## src/rtl/mux_7segmt_scan.sv

```systemverilog
// N-digit multiplexed 7-segment scanner with per-slot blanking, double-buffered patterns and digit enables.
// Optional macro MUX7SEG_DIM_EN adds a 4-bit brightness input that PWM-gates the DRIVE phase.
module mux_7segmt_scan #(
    parameter int unsigned N_DIGITS         = 4,
    parameter int unsigned REFRESH_DIV      = 100000,
    parameter int unsigned BLANK_CYCLES     = 16,
    parameter int unsigned ANODE_ACTIVE_LOW = 1,
    localparam int unsigned IDX_W           = (N_DIGITS > 1) ? $clog2(N_DIGITS) : 1
) (
    input  logic                    Clk_signal,
    input  logic                    Reset,
    input  logic [7*N_DIGITS-1:0]   disp_flat,
    input  logic                    load,
    input  logic [N_DIGITS-1:0]     digit_en,
`ifdef MUX7SEG_DIM_EN
    input  logic [3:0]              brightness,
`endif
    output logic [N_DIGITS-1:0]     anodes,
    output logic [6:0]              segments,
    output logic [IDX_W-1:0]        digit_idx,
    output logic                    frame_start
);

    localparam int unsigned CNT_W = $clog2(REFRESH_DIV);
    localparam logic [N_DIGITS-1:0] ANODES_OFF = (ANODE_ACTIVE_LOW != 0) ? {N_DIGITS{1'b1}} : {N_DIGITS{1'b0}};
    localparam logic [6:0] SEG_OFF = 7'h7F;

    typedef enum logic {BLANK, DRIVE} state_t;

    // cnt_q/idx_q/state_q describe the slot position the outputs will present after the next edge
    state_t              state_q, state_d;
    logic [CNT_W-1:0]    cnt_q, cnt_d;
    logic [IDX_W-1:0]    idx_q, idx_d;
    logic                boundary_q;
    logic                last_c;
    logic                drive_c;
    logic                frame_start_c;
    logic [N_DIGITS-1:0] onehot_c;
    logic [N_DIGITS-1:0] anodes_c;
    logic [6:0]          segments_c;

    logic [7*N_DIGITS-1:0] staging_q;
    logic                  pending_q;
    logic [6:0]            shadow_q [N_DIGITS];

`ifdef MUX7SEG_DIM_EN
    logic [3:0] duty_q, duty_c;
    logic [3:0] bright_q;
`endif

    // Next-state and next-output decode
    always_comb begin
        state_d       = state_q;
        cnt_d         = CNT_W'(cnt_q + 1'b1);
        idx_d         = idx_q;
        last_c        = 1'b0;
        onehot_c      = '0;
        anodes_c      = ANODES_OFF;
        segments_c    = SEG_OFF;
        frame_start_c = (cnt_q == '0) && (idx_q == '0);

        if (cnt_q == CNT_W'(REFRESH_DIV - 1)) begin
            cnt_d   = '0;
            state_d = BLANK;
            last_c  = (idx_q == IDX_W'(N_DIGITS - 1));
            idx_d   = last_c ? '0 : IDX_W'(idx_q + 1'b1);
        end else if (cnt_q == CNT_W'(BLANK_CYCLES - 1)) begin
            state_d = DRIVE;
        end

        drive_c = (state_q == DRIVE) && digit_en[idx_q];
`ifdef MUX7SEG_DIM_EN
        duty_c  = (cnt_q == CNT_W'(BLANK_CYCLES)) ? 4'd0 : duty_q;
        drive_c = drive_c && (duty_c < bright_q);
`endif

        if (drive_c) begin
            onehot_c[idx_q] = 1'b1;
            anodes_c        = (ANODE_ACTIVE_LOW != 0) ? ~onehot_c : onehot_c;
            segments_c      = shadow_q[idx_q];
        end
    end

    // Sequencer, output registers and pattern double buffer
    always_ff @(posedge Clk_signal) begin
        if (Reset) begin
            state_q     <= BLANK;
            cnt_q       <= '0;
            idx_q       <= '0;
            boundary_q  <= 1'b0;
            anodes      <= ANODES_OFF;
            segments    <= SEG_OFF;
            digit_idx   <= '0;
            frame_start <= 1'b0;
            staging_q   <= {N_DIGITS{SEG_OFF}};
            pending_q   <= 1'b0;
            for (int i = 0; i < int'(N_DIGITS); i++) shadow_q[i] <= SEG_OFF;
`ifdef MUX7SEG_DIM_EN
            duty_q      <= 4'd0;
            bright_q    <= 4'hF;
`endif
        end else begin
            state_q     <= state_d;
            cnt_q       <= cnt_d;
            idx_q       <= idx_d;
            boundary_q  <= last_c;
            anodes      <= anodes_c;
            segments    <= segments_c;
            digit_idx   <= idx_q;
            frame_start <= frame_start_c;
`ifdef MUX7SEG_DIM_EN
            if (state_q == DRIVE) duty_q <= 4'(duty_c + 1'b1);
            if (boundary_q) bright_q <= brightness;
`endif
            // A load in the boundary cycle bypasses staging; otherwise pending staging is promoted
            if (boundary_q && load) begin
                for (int i = 0; i < int'(N_DIGITS); i++) shadow_q[i] <= disp_flat[7*i +: 7];
                staging_q <= disp_flat;
                pending_q <= 1'b0;
            end else if (boundary_q && pending_q) begin
                for (int i = 0; i < int'(N_DIGITS); i++) shadow_q[i] <= staging_q[7*i +: 7];
                pending_q <= 1'b0;
            end else if (load) begin
                staging_q <= disp_flat;
                pending_q <= 1'b1;
            end
        end
    end

endmodule

```

## config.mk

```make
export PLATFORM = sky130hd
export DESIGN_NAME = mux_7segmt_scan
export DESIGN_NICKNAME = d
export VERILOG_FILES = /design/src/rtl/mux_7segmt_scan.sv
export SDC_FILE = /design/constraint.sdc
export NUM_CORES = 1
export LEC_CHECK = 0
export CORE_UTILIZATION = 45
export CTS_BUF_LIST = sky130_fd_sc_hd__clkbuf_4 sky130_fd_sc_hd__clkbuf_8
export DETAILED_ROUTE_END_ITERATION = 8
export PLACE_DENSITY = 0.67
export SLEW_MARGIN = 10
export SYNTH_ARGS = -nofsm -noshare
export SYNTH_HDL_FRONTEND = slang
export SYNTH_SLANG_ARGS = --single-unit
```

## constraint.sdc

```tcl
create_clock -name Clk_signal -period 1.75 [get_ports Clk_signal]
set_input_delay 0.175 -clock Clk_signal [delete_from_list [all_inputs] [get_ports Clk_signal]]
set_output_delay 0.175 -clock Clk_signal [all_outputs]
set_load 0.01 [all_outputs]
```

==> metrics.yaml, run 1 <==
clock_network:
  insertion_delay_ps: 360
  cts_tree: "built"
  cts_setup_buffers: 0
  ctsHtreeMaxLevel: 3
  postCtsHoldBufs: 0
  cts.sinks: 92
  cts_inserted_buffers: 9
  cts_resized: 0
  cts_buffer_depth: 2
  path_clk_slew_ps: 90
  cts_root_buffer: "clkbuf_8"
grt:
  grt_pass1_vias: 2609
  grt_overflow: 0
  grt_pass1_wl_um: 12700
  grt_max_degree: 46
  grt_usage_pct: 19.3
  antenna_found_initial: 0
power_and_ir_drop:
  p_per_area_mw_per_mm2: 863
  ir_drop_mv: 0.450
  finalPower_mw: 4.06
  p_leak_nw: 1.67
logic_synthesis:
  ys.flop_type: "dfxtp_1"
  synth_nets: 364
  netlist_instances: 323
  yosysUniqueCellTypes: 36
  synthArstFlopShare_pct: 0
  synth_seq_cells: 92
  postSynthAreaPerCell_um2: 11.9
  yosysSeqAreaShare_pct: 55.2
  synth_area_mm2: 0.00384
  synth_edf_count: 28
  yosysWarnings: 0
placed_design:
  placed_cell_area_mm2: 0.00451
  hpwl_um: 5370
  gp_congestion: 0.793
  io_buffer_count: 48
  place_ws_ps: 35.4
finish:
  area_growth_pct: 22.4
  fin_nets: 420
  final_common_cell: "dfxtp_1"
  final_layout_size_suffix_gt1_share_pct: 13.0
  fin_area_mm2: 0.00470
  num_antenna_cells: 0
  final_cell_mix: "dfxtp_1, clkdlybuf4s50_1, nor2b_1"
floorplanning:
  die_y_um: 94.4
  start_util_pct: 46.5
  core-area_mm2: 0.00826
  ioPinCount: 49
  fp-row-count: 33
  die_w_um: 94.4
  dieArea_mm2: 0.00891
timing:
  post-route-min-period_ps: 1630
  relSlewSlack_pct: 71.2
  setup_tns_ps: 0
  finalSetupViolCount: 0
  worst_pin_slew_ps: 427
  clock.fmax_ghz: 0.614
  final.period_utilization_pct: 93.0
  finalWorstSetupSlack_ps: 122
  fin_skew_ps: 11.0
  hold-worst-slack_ps: 302
  rsz0062_at_grt: "no"
  slew_viol_final: 0
  timing.final.hold_violations: 0
worst_setup_path:
  worst-r2r-cell-count: 6
  critPathKind: "flip-flop to flip-flop"
  rr_endpoint: "cnt_q[16]"
  cp-end-kind: "flip-flop"
  r2r-start: "cnt_q[1]"
  critPathArrivalTime_ps: 1890
  worstPathRequired_ps: 2010
  start_kind: "flip-flop"
  critPathMaxFanout: 7
  r2r_setup_slack_ps: 120
detailed_routing:
  drtPass1Iterations: 4
  drc: 0
  ant_nets: 0
  viasPerCell: 5.29
  wl_um: 7780
  vias: 2585
  drt_iter0_markers: 80
  wl_per_cell_um: 15.9
worst_hold_path:
  hold_start: "load"
  hold_class: "primary input to flip-flop"
  hold_path_depth: 3
  min_to: "staging_q[5]"
run:
  max-cap-violations: 0
outcome:
  status: "complete, no violations"
## cell usage after synthesis, drive strengths merged, types with 10 or more instances
cell,instances,area share (%)
dfxtp,64,33
nor2b,31,5.0
a211o,28,6.4
edfxtp,28,22
o22a,28,6.4
nor2,27,2.6
buf,12,1.9
clkbuf,11,1.1
nand2b,11,1.8
xnor2,11,2.5
nand2,10,0.98
## per-layer routing
layer | up-vias | GRT usage (%) | wire length [um]
met5 | - | 0 | 0
li1 | 1294 | - | -
met1 | 1229 | 23.7 | 3360
met2 | 55 | 32.9 | 3990
met3 | 7 | 3.38 | 334
met4 | 0 | 8.97 | 96
## report_power, final
| group | switching, mW | total, mW | internal, mW |
|---|---|---|---|
| registers | 0.0460 | 2.33 | 2.28 |
| logic | 0.120 | 0.289 | 0.169 |
| clock network | 0.774 | 1.44 | 0.669 |
## worst max-delay path, stage by stage, from the launching register on
cell,delay (ps)
dfxtp_1,390
ha_1,270
and4_1,280
nand4_2,180
nand2b_1,180
buf_4,170
nor2_1,50
## flip-flops by register name, indices dropped and copies added, names as in the netlist
register     cells
boundary_q       1
anodes           4
staging_q       28
shadow_q        28
idx_q            2
pending_q        1
digit_idx        2
state_q          1
segments         7
frame_start      1
cnt_q           17
## cells by family after synthesis
logic type               after synthesis  synth area share, %
buffers and inverters                 30                 3.75
XOR/XNOR                              15                 3.42
AO/OA/AOI/OAI                         60                 13.6
AND/OR/NAND/NOR                      110                 17.1
flip-flops                            92                 55.2
adder cells (fa/ha/maj)                6                 1.95
multiplexers                          10                 4.89
## final cells by class
type / count / area, um2
Timing Repair Buffer: 68 / 651
Multi-Input combinational cell: 201 / 1580
Tap cell: 105 / 131
Clock buffer: 9 / 124
Fill cell: 707 / 3550
Inverter: 7 / 26.3
Clock inverter: 7 / 73.8
Sequential cell: 92 / 2120
## through the flow
stage	util (%)	instances
floorplan	-	323
global route	57.0	489
CTS	57.0	489
detailed placement	54.6	473
finish	57.0	489
global placement	54.6	473
## how the worst max path moves through the flow
| stage | startpoint | endpoint | slack, ps | cells after the start |
|---|---|---|---|---|
| 2_1_floorplan | Reset | shadow_q[0][0] | 230 | 3 |
| 3_3_place_gp | Reset | shadow_q[2][3] | 40 | 3 |
| 3_5_place_dp | Reset | shadow_q[2][3] | 40 | 3 |
| 4_1_cts | cnt_q[1] | cnt_q[16] | 110 | 6 |
| 5_1_grt | cnt_q[1] | cnt_q[6] | 30 | 6 |
| 6_report | cnt_q[1] | cnt_q[16] | 120 | 6 |
(Power assumes the default switching activity.)
==> run 2: changes to the inputs <==
Settings changed: CAP_MARGIN from default to 20.
==> results of run 2 <==
The final DEF is identical to that of run 1; final timing and power are the same.
